$ cat src/rtl/image_window_gen_pkg.sv
// Shared defaults and FSM encoding for the 3x3 image window generator.
package image_window_gen_pkg;

  localparam int DEF_DATA_W = 8;
  localparam int DEF_IMG_W  = 28;
  localparam int DEF_IMG_H  = 28;

  typedef enum logic [2:0] {
    S_IDLE  = 3'd0,
    S_FETCH = 3'd1,
    S_WAIT  = 3'd2,
    S_EMIT  = 3'd3,
    S_DONE  = 3'd4
  } state_t;

endpackage

$ cat src/rtl/image_window_gen_line_buffer.sv
// One image row of pixels: synchronous write and asynchronous read at the same column index.
module line_buffer #(
  parameter int DEPTH  = 28,
  parameter int DATA_W = 8,
  parameter int IDX_W  = $clog2(DEPTH)
) (
  input  logic              clk,
  input  logic              rst,
  input  logic              wr_en,
  input  logic [IDX_W-1:0]  idx,
  input  logic [DATA_W-1:0] wr_data,
  output logic [DATA_W-1:0] rd_data
);

  logic [DATA_W-1:0] mem [DEPTH];

  always_ff @(posedge clk or negedge rst) begin
    if (!rst) begin
      for (int i = 0; i < DEPTH; i++) mem[i] <= '0;
    end else if (wr_en) begin
      mem[idx] <= wr_data;
    end
  end

  assign rd_data = mem[idx];

endmodule

$ cat src/rtl/image_window_gen.sv
// Raster-order frame walker that assembles 3x3 pixel windows from two line buffers
// and hands each valid-position window downstream over valid/ready.
module image_window_gen
  import image_window_gen_pkg::*;
#(
  parameter int DATA_W = DEF_DATA_W,
  parameter int IMG_W  = DEF_IMG_W,
  parameter int IMG_H  = DEF_IMG_H,
  parameter int ADDR_W = $clog2(IMG_W*IMG_H)
) (
  input  logic                     clk,
  input  logic                     rst,
  input  logic                     start,
  output logic                     busy,
  output logic                     done,
  output logic                     mem_rd_en,
  output logic [ADDR_W-1:0]        mem_addr,
  input  logic [DATA_W-1:0]        mem_rd_data,
  output logic                     win_valid,
  input  logic                     win_ready,
  output logic [9*DATA_W-1:0]      win_data,
  output logic [$clog2(IMG_H)-1:0] win_row,
  output logic [$clog2(IMG_W)-1:0] win_col
);

  localparam int ROW_W = $clog2(IMG_H);
  localparam int COL_W = $clog2(IMG_W);
  localparam logic [ROW_W-1:0] LAST_R = ROW_W'(IMG_H - 1);
  localparam logic [COL_W-1:0] LAST_C = COL_W'(IMG_W - 1);

  state_t state, state_nxt;

  logic [ROW_W-1:0]  r;
  logic [COL_W-1:0]  c;
  logic [ADDR_W-1:0] addr;
  logic [DATA_W-1:0] lb0_rd, lb1_rd;
  logic [DATA_W-1:0] win_pix_p1 [3][3];

  logic last_pix, emit_pos, handshake, advance, lb_wr;

  assign last_pix  = (r == LAST_R) && (c == LAST_C);
  assign emit_pos  = (r >= ROW_W'(2)) && (c >= COL_W'(2));
  assign handshake = (state == S_EMIT) && win_ready;
  assign advance   = ((state == S_WAIT) && !emit_pos && !last_pix) ||
                     (handshake && !last_pix);
  assign lb_wr     = (state == S_WAIT);

  line_buffer #(.DEPTH(IMG_W), .DATA_W(DATA_W), .IDX_W(COL_W)) lb0 (
    .clk     (clk),
    .rst     (rst),
    .wr_en   (lb_wr),
    .idx     (c),
    .wr_data (mem_rd_data),
    .rd_data (lb0_rd)
  );

  // lb1 takes the row that lb0 is about to overwrite, so it always lags by one row
  line_buffer #(.DEPTH(IMG_W), .DATA_W(DATA_W), .IDX_W(COL_W)) lb1 (
    .clk     (clk),
    .rst     (rst),
    .wr_en   (lb_wr),
    .idx     (c),
    .wr_data (lb0_rd),
    .rd_data (lb1_rd)
  );

  always_ff @(posedge clk or negedge rst) begin
    if (!rst) state <= S_IDLE;
    else      state <= state_nxt;
  end

  always_comb begin
    state_nxt = state;
    case (state)
      S_IDLE:  if (start) state_nxt = S_FETCH;
      S_FETCH: state_nxt = S_WAIT;
      S_WAIT: begin
        if (emit_pos)      state_nxt = S_EMIT;
        else if (last_pix) state_nxt = S_DONE;
        else               state_nxt = S_FETCH;
      end
      S_EMIT:  if (win_ready) state_nxt = last_pix ? S_DONE : S_FETCH;
      S_DONE:  state_nxt = S_IDLE;
      default: state_nxt = S_IDLE;
    endcase
  end

  always_comb begin
    busy      = (state != S_IDLE);
    done      = (state == S_DONE);
    mem_rd_en = (state == S_FETCH);
    mem_addr  = (state == S_FETCH) ? addr : '0;
    win_valid = (state == S_EMIT);
  end

  // Raster position; addr tracks r*IMG_W+c incrementally instead of multiplying
  always_ff @(posedge clk or negedge rst) begin
    if (!rst) begin
      r    <= '0;
      c    <= '0;
      addr <= '0;
    end else if ((state == S_IDLE) && start) begin
      r    <= '0;
      c    <= '0;
      addr <= '0;
    end else if (advance) begin
      addr <= addr + ADDR_W'(1);
      if (c == LAST_C) begin
        c <= '0;
        r <= r + ROW_W'(1);
      end else begin
        c <= c + COL_W'(1);
      end
    end
  end

  // Window stage: shift left, new right column is {lb1[c], lb0[c], fresh pixel}
  always_ff @(posedge clk or negedge rst) begin
    if (!rst) begin
      for (int i = 0; i < 3; i++)
        for (int j = 0; j < 3; j++) win_pix_p1[i][j] <= '0;
      win_row <= '0;
      win_col <= '0;
    end else if (state == S_WAIT) begin
      for (int i = 0; i < 3; i++) begin
        win_pix_p1[i][0] <= win_pix_p1[i][1];
        win_pix_p1[i][1] <= win_pix_p1[i][2];
      end
      win_pix_p1[0][2] <= lb1_rd;
      win_pix_p1[1][2] <= lb0_rd;
      win_pix_p1[2][2] <= mem_rd_data;
      win_row <= r - ROW_W'(2);
      win_col <= c - COL_W'(2);
    end
  end

  always_comb begin
    win_data = '0;
    for (int i = 0; i < 3; i++)
      for (int j = 0; j < 3; j++)
        win_data[DATA_W*(3*i+j) +: DATA_W] = win_pix_p1[i][j];
  end

endmodule

$ cat config.mk
export PLATFORM = sky130hd
export DESIGN_NAME = image_window_gen
export DESIGN_NICKNAME = d
export VERILOG_FILES = /design/src/rtl/image_window_gen_pkg.sv /design/src/rtl/image_window_gen_line_buffer.sv /design/src/rtl/image_window_gen.sv
export SDC_FILE = /design/constraint.sdc
export NUM_CORES = 1
export LEC_CHECK = 0
export BUFFER_PORTS_ARGS = -buffer_cell sky130_fd_sc_hd__buf_2
export CAP_MARGIN = 20
export CORE_MARGIN = 3
export CORE_UTILIZATION = 56
export DETAILED_ROUTE_END_ITERATION = 10
export GPL_TIMING_DRIVEN = 1
export PLACE_DENSITY_LB_ADDON = 0.3
export REMOVE_ABC_BUFFERS = 1
export SKIP_LAST_GASP = 1
export SYNTH_ARGS = -nofsm -noshare
export SYNTH_HDL_FRONTEND = slang
export SYNTH_SLANG_ARGS = --single-unit
$ cat constraint.sdc
create_clock -name clk -period 3.3 [get_ports clk]
set_clock_uncertainty 0.2 [all_clocks]
set_input_delay 0.66 -clock clk [delete_from_list [all_inputs] [get_ports clk]]
set_output_delay 0.66 -clock clk [all_outputs]
set_load 0.02 [all_outputs]
Yosys cells after proc, flatten, opt, wreduce, memory -nomap -nowiden. Cells that the tools add are included.

Register bits: 553. Input bits: 12. Output and inout port bits: 96. Logic and storage cells: 130.

Add/sub/neg operators: 5. $lt $le $gt $ge: 4. Equality and inequality tests: 8. Mux-type cells: 24. Bitwise gates (word level): 1. Reductions and logical operators: 17.

Operators by type and width (number): $bwmux W224 (2); $bmux W8 S5 (2); $demux W8 S5 (1); $mux W8 (5); $mux W10 (3); $mux W5 (6); $mux W3 (4); $pmux W3 S4 (1); $add A10 B1 Y10 const B (1); $add A5 B1 Y5 const B (2); $eq A5 B5 Y1 const B (2); $ge A5 B2 Y1 const B (2); $sub A5 B2 Y5 const B (2); $logic_and A1 B1 Y1 (8); $eq A3 B2 Y1 const B (2); $ge A6 B6 Y1 const B (1); $lt A6 B1 Y1 const B (1); $not A5 Y6 (1); $reduce_and A2 Y1 (2); $reduce_bool A2 Y1 (2); $eq A3 B1 Y1 const B (1); $eq A3 B3 Y1 const B (1); $logic_not A3 Y1 (1); $reduce_bool A3 Y1 (1); 4 further kinds (5).

Depth between registers and ports, before layout.
Depth in word-level cells: 8. Gate-level depth with buffers: 17. Depth with buffers taken out: 8.

Modules after synthesis. From an unflattened synthesis, not the netlist that was laid out.

Cell total of the unflattened synthesis: 2048. Area, all modules: 25572.0 sq um.

By module, submodules not included: line_buffer (times used 2, cells an instance 767, area an instance 10482.6 sq um, sequential area each 5605.4 sq um); image_window_gen (times used 1, cells an instance 514, area an instance 4606.9 sq um, sequential area each 2627.5 sq um).

Least setup slack after synthesis. Ideal clock, no wire load.

Kind: register to register. From: register c[1]. To: register addr[6]. Library setup time: 0.079 ns. Arrival: 2.925 ns. Data required time: 3.021 ns. Setup slack: 0.096 ns. Stages on the path, launching flop included: 18. Buffers on the path: 10. Clock period less this slack: 3.204 ns. Cell sequence: dfrtp_1 > buf_6 > buf_8 > buf_12 > buf_12 > buf_12 > buf_6 > buf_6 > buf_4 > inv_1 > ha_1 > nand3_1 > a21oi_1 > o21ai_1 > buf_2 > buf_2 > nor3_1 > mux2i_1.

Word-level cells in the longest chain between the ends: 7. Elaborated cells between the ends (all ways): 11. Classes of those cells: order compare (1); eq/ne (1); reduce/logical (9).

Ends and longest elaborated chain: start, declared (RTL line image_window_gen.sv:34) `logic [COL_W-1:0] c;`; start signal, assigned (RTL line image_window_gen.sv:112) `c <= c + COL_W'(1);`; $ge A5 B2 Y1 (RTL line image_window_gen.sv:42) `assign emit_pos = (r >= ROW_W'(2)) && (c >= COL_W'(2));`; $logic_and A1 B1 Y1 (RTL line image_window_gen.sv:42); $logic_not A1 Y1 (RTL line image_window_gen.sv:44) `assign advance = ((state == S_WAIT) && !emit_pos && !last_pix) ||`; $logic_and A1 B1 Y1 (2 in series) (RTL line image_window_gen.sv:44); $logic_or A1 B1 Y1 * (RTL line image_window_gen.sv:44); $reduce_bool A2 Y1 (no line) *; end signal, assigned (RTL line image_window_gen.sv:107) `addr <= addr + ADDR_W'(1);`; end, declared (RTL line image_window_gen.sv:35) `logic [ADDR_W-1:0] addr;`.

Every way passes the cells marked *; elsewhere a longest branch is shown, timed or not. A chain may end at the register's enable or synchronous reset.

Worst setup path in the final report.
From: register state[1]. To: register lb0.mem[166] in the netlist's numbering.

Word-level cells in the longest chain between the ends: 1.

Ends and longest elaborated chain: start, declared (RTL line image_window_gen.sv:31) `state_t state, state_nxt;`; start signal, assigned (RTL line image_window_gen.sv:69) `else state <= state_nxt;`; $eq A3 B2 Y1 (RTL line image_window_gen.sv:46) `assign lb_wr = (state == S_WAIT);`; end signal, assigned by index (RTL line image_window_gen_line_buffer.sv:21) `mem[idx] <= wr_data;`; end, declared (RTL line image_window_gen_line_buffer.sv:15) `logic [DATA_W-1:0] mem [DEPTH];`.

Every way passes these cells.

==> impl_metrics.toml <==
[die]
io_pins = 108
die_area_mm2 = 0.0471
initial_core_util_pct = 57.3
floorplan.die.height_um = 217
row_count = 76
chipWidth_um = 217
floorplan.core_area_mm2 = 0.0436

[global_routing]
global_route_wire_length_before_repair_mm = 102
grt_pass1_vias = 17733
globalRoute.totalOverflow = 0
largest_net_degree_at_the_start_of_global_routing = 81
grt_antenna_before_repair = 1
grtUsageTotal_pct = 28.1

[yosys]
post_synth_inst_count = 2130
syn_area_mm2 = 0.0249
synth_seq_area_share_pct = 55.5
post_synth_main_area_contributors = "sky130_fd_sc_hd__dfrtp_1, sky130_fd_sc_hd__mux2_2, sky130_fd_sc_hd__nand2_1, sky130_fd_sc_hd__o21ai_0, sky130_fd_sc_hd__mux4_2"
synth_enable_flop_cells = 0
synth-warning-count = 0
synthesis_stage_register_bit_count = 553
synth_top_cell_by_area = "sky130_fd_sc_hd__dfrtp_1"
synth_top_area_share_pct = 55.5
synthesis.area_per_instance_um2 = 11.7
synth_ff_type = "sky130_fd_sc_hd__dfrtp_1"
postSynth.asyncResetShare_pct = 100
ys_types = 67

[sta]
number_of_endpoints_failing_setup_at_the_final_stage = 0
tightestPinTransition_ps = 730
max_freq_ghz = 0.343
timing.final.hold_violations = 0
hold-worst-slack_ps = 217
period_share_pct = 88.4
finalMaxSlewViolations = 0
slew-limit-headroom_pct = 51.3
rsz0062_at_grt = "no"
finalWorstPathRequiredPeriod_ps = 2920

[critical_path]
cp.arrival_ps = 3200
regToRegEndpoint = "lb0.mem[166]"
critPathMaxFanout = 32
critPathLaunchType = "flop"
worst_ep_required_time_ps = 3580
worstSetupEndpointType = "flop"
regToRegSetupSlack_ps = 380
worst_r2r_path_depth = 5
criticalPathCategory = "reg2reg"
timing.rr.start = "state[1]"

[power]
design_power_total_w = 0.0270
comb_power_share_pct = 36.2
internal_power_w = 0.0173
seq_power_share_pct = 38.9
static-leakage-power_nw = 12.9
switching_power_w = 0.00967
p_sw_share_pct = 35.9
p_clk_share_pct = 24.9
vdd.ir_drop.worst_mv = 0.540
power_per_cell_area_mw_per_mm2 = 954

[drt]
via_count = 17351
antenna_violating_nets_post_route = 0
first_pass_iters = 7
post_drt_via_cell_ratio = 6.07
route.detailed.drc = 0
detail_route.wirelength_mm = 65.1
detail_routed_net_length_per_standard_cell_um = 22.8
drt_iter0_drc = 1352

[worst_hold_path]
holdCritPathClass = "in2reg"
holdPathEnd = "state[2]"
hold_wc_startpoint = "win_ready"
min_delay_path_depth = 3

[finish]
antenna_cells = 0
final-instance-count-excl-fill = 2859
nFillCells = 3296
num-nets-final = 2252
layout.cell_area.non_filler_mm2 = 0.0283
post-route-util_pct = 64.9
layout-drive-gt1-share_pct = 27.2
flow.area_growth_from_synthesis_pct = 13.4

[clock_network]
path_clk_slew_ps = 60
cts_root_buffer = "sky130_fd_sc_hd__clkbuf_16"
clock_latency_ps = 620
htreeDepth = 2
cts_made_buffers = 57
max-clock-path-buffers = 3
postCtsSetupBuffers = 0
tritoncts = "built"
clock-sinks = 553

[status]
outcome = "finished clean"

[place]
port-buffer-count = 107
total_placed_instance_area_mm2 = 0.0263
dpl.hpwl_mm = 42.5
gp_congestion = 0.907
cell_count_post_placement = 2754

[job]
maxCapViolCount = 0
## critical path, stage by stage, from the launching register on
cell and delay, ps:
sky130_fd_sc_hd__dfrtp_1 480, sky130_fd_sc_hd__nor2b_1 500, sky130_fd_sc_hd__and2_4 530, sky130_fd_sc_hd__nand3_1 380, sky130_fd_sc_hd__buf_4 360, sky130_fd_sc_hd__mux2_2 300
## power by group through the flow
stage,logic (W),registers [W],clock network [W]
2_1_floorplan,0.00509,0.0110,0
3_3_place_gp,0.00943,0.0104,0
3_5_place_dp,0.00964,0.0106,0
4_1_cts,0.00971,0.0105,0.00681
5_1_grt,0.0104,0.0108,0.00713
6_report,0.00977,0.0105,0.00671
## worst max-delay path by stage
stage,start,to
final,state[1],lb0.mem[166]
after global routing,state[1],c[2]
after CTS,state[1],win_valid
after detailed placement,state[1],lb0.mem[166]
after global placement,state[1],lb0.mem[164]
after floorplan,c[1],addr[5]
## area by class of cell
type	instances	area, um2	area share, %
sequential	553	13800	49.0
clock inverter	17	241	0.854
multi-input combinational	1390	10100	35.7
clock buffer	87	1720	6.09
tap	585	732	2.59
inverter	12	45.0	0.159
timing repair buffer	215	1610	5.69
## metal layers
metal	vias to the layer above	part of all wire [%]	global-route usage, %
li1	7661	-	-
met1	8828	41	38.0
met2	690	47	45.0
met3	170	8.0	6.16
met4	2	3.8	10.5
met5	-	0.020	0
## flip-flops by register name (all words and copies together) (netlist names)
register and count:
win_col 5, win_data 72, lb0.mem 224, r 5
c 5, win_row 5, state 3, addr 10
lb1.mem 224
## cell families after synthesis
kind of cell	share of synthesized area (%)
xor+xnor	0.211
buf+inv	4.28
flops	55.5
fa+ha+maj	0.552
simple gates	10.3
mux	20.5
compound gates	8.71
## cell usage in the layout, fill, tap and decap left out, types with 5 or more instances in the layout
cell / netlist / final
sky130_fd_sc_hd__or4_1: 7 / 7
sky130_fd_sc_hd__mux2_2: 241 / 241
sky130_fd_sc_hd__o21ai_2: 9 / 10
sky130_fd_sc_hd__nor2_1: 44 / 43
sky130_fd_sc_hd__o31ai_1: 5 / 5
sky130_fd_sc_hd__o21ai_0: 237 / 237
sky130_fd_sc_hd__o22ai_1: 19 / 19
sky130_fd_sc_hd__a211oi_1: 12 / 11
sky130_fd_sc_hd__ha_1: 11 / 11
sky130_fd_sc_hd__bufinv_16: 0 / 6
sky130_fd_sc_hd__mux2i_1: 85 / 85
sky130_fd_sc_hd__clkinv_2: 0 / 9
sky130_fd_sc_hd__mux4_1: 21 / 21
sky130_fd_sc_hd__a22oi_1: 6 / 6
sky130_fd_sc_hd__nand2_1: 459 / 458
sky130_fd_sc_hd__clkbuf_8: 1 / 14
sky130_fd_sc_hd__buf_4: 12 / 87
sky130_fd_sc_hd__and3_1: 7 / 7
sky130_fd_sc_hd__a31oi_1: 8 / 8
sky130_fd_sc_hd__dfrtp_1: 553 / 551
sky130_fd_sc_hd__clkbuf_16: 0 / 59
sky130_fd_sc_hd__o211ai_1: 6 / 6
sky130_fd_sc_hd__nor3_1: 17 / 16
sky130_fd_sc_hd__buf_12: 6 / 20
sky130_fd_sc_hd__inv_1: 11 / 11
sky130_fd_sc_hd__buf_2: 41 / 106
sky130_fd_sc_hd__mux4_2: 44 / 44
sky130_fd_sc_hd__nor2b_1: 10 / 10
sky130_fd_sc_hd__and2_1: 17 / 16
sky130_fd_sc_hd__nand3_1: 24 / 24
sky130_fd_sc_hd__a21oi_1: 34 / 34
sky130_fd_sc_hd__nand2b_1: 6 / 6
sky130_fd_sc_hd__clkbuf_1: 91 / 14
## cells in the mapped netlist (5+ instances only)
library cell	instances
sky130_fd_sc_hd__buf_2	41
sky130_fd_sc_hd__nand3_1	24
sky130_fd_sc_hd__o31ai_1	5
sky130_fd_sc_hd__mux2_2	241
sky130_fd_sc_hd__buf_6	14
sky130_fd_sc_hd__ha_1	11
sky130_fd_sc_hd__a211oi_1	12
sky130_fd_sc_hd__a21oi_1	34
sky130_fd_sc_hd__mux4_1	21
sky130_fd_sc_hd__clkbuf_1	91
sky130_fd_sc_hd__nand2b_1	6
sky130_fd_sc_hd__mux2i_1	85
sky130_fd_sc_hd__buf_4	12
sky130_fd_sc_hd__mux4_2	44
sky130_fd_sc_hd__nor3_1	17
sky130_fd_sc_hd__buf_12	6
sky130_fd_sc_hd__nor2b_1	10
sky130_fd_sc_hd__and2_1	17
sky130_fd_sc_hd__clkbuf_2	5
sky130_fd_sc_hd__o211ai_1	6
sky130_fd_sc_hd__dfrtp_1	553
sky130_fd_sc_hd__nor2_1	44
sky130_fd_sc_hd__or4_1	7
sky130_fd_sc_hd__a31oi_1	8
sky130_fd_sc_hd__o22ai_1	19
sky130_fd_sc_hd__a22oi_1	6
sky130_fd_sc_hd__inv_1	11
sky130_fd_sc_hd__and3_1	7
sky130_fd_sc_hd__nand2_1	459
sky130_fd_sc_hd__o21ai_2	9
sky130_fd_sc_hd__o21ai_0	237
## per-stage QoR
step,worst slack [ps],setup TNS [ps]
2_1_floorplan,-3890,-1563490
3_3_place_gp,486,0
3_5_place_dp,471,0
4_1_cts,414,0
5_1_grt,278,0
6_report,383,0
## repair_timing
| item | CTS | global route |
|---|---|---|
| gates resized for setup | 0 | 0 |
| hold buffers | 1 | 0 |
| hold endpoints to repair | 68 | 0 |
(Power assumes the default switching activity.)
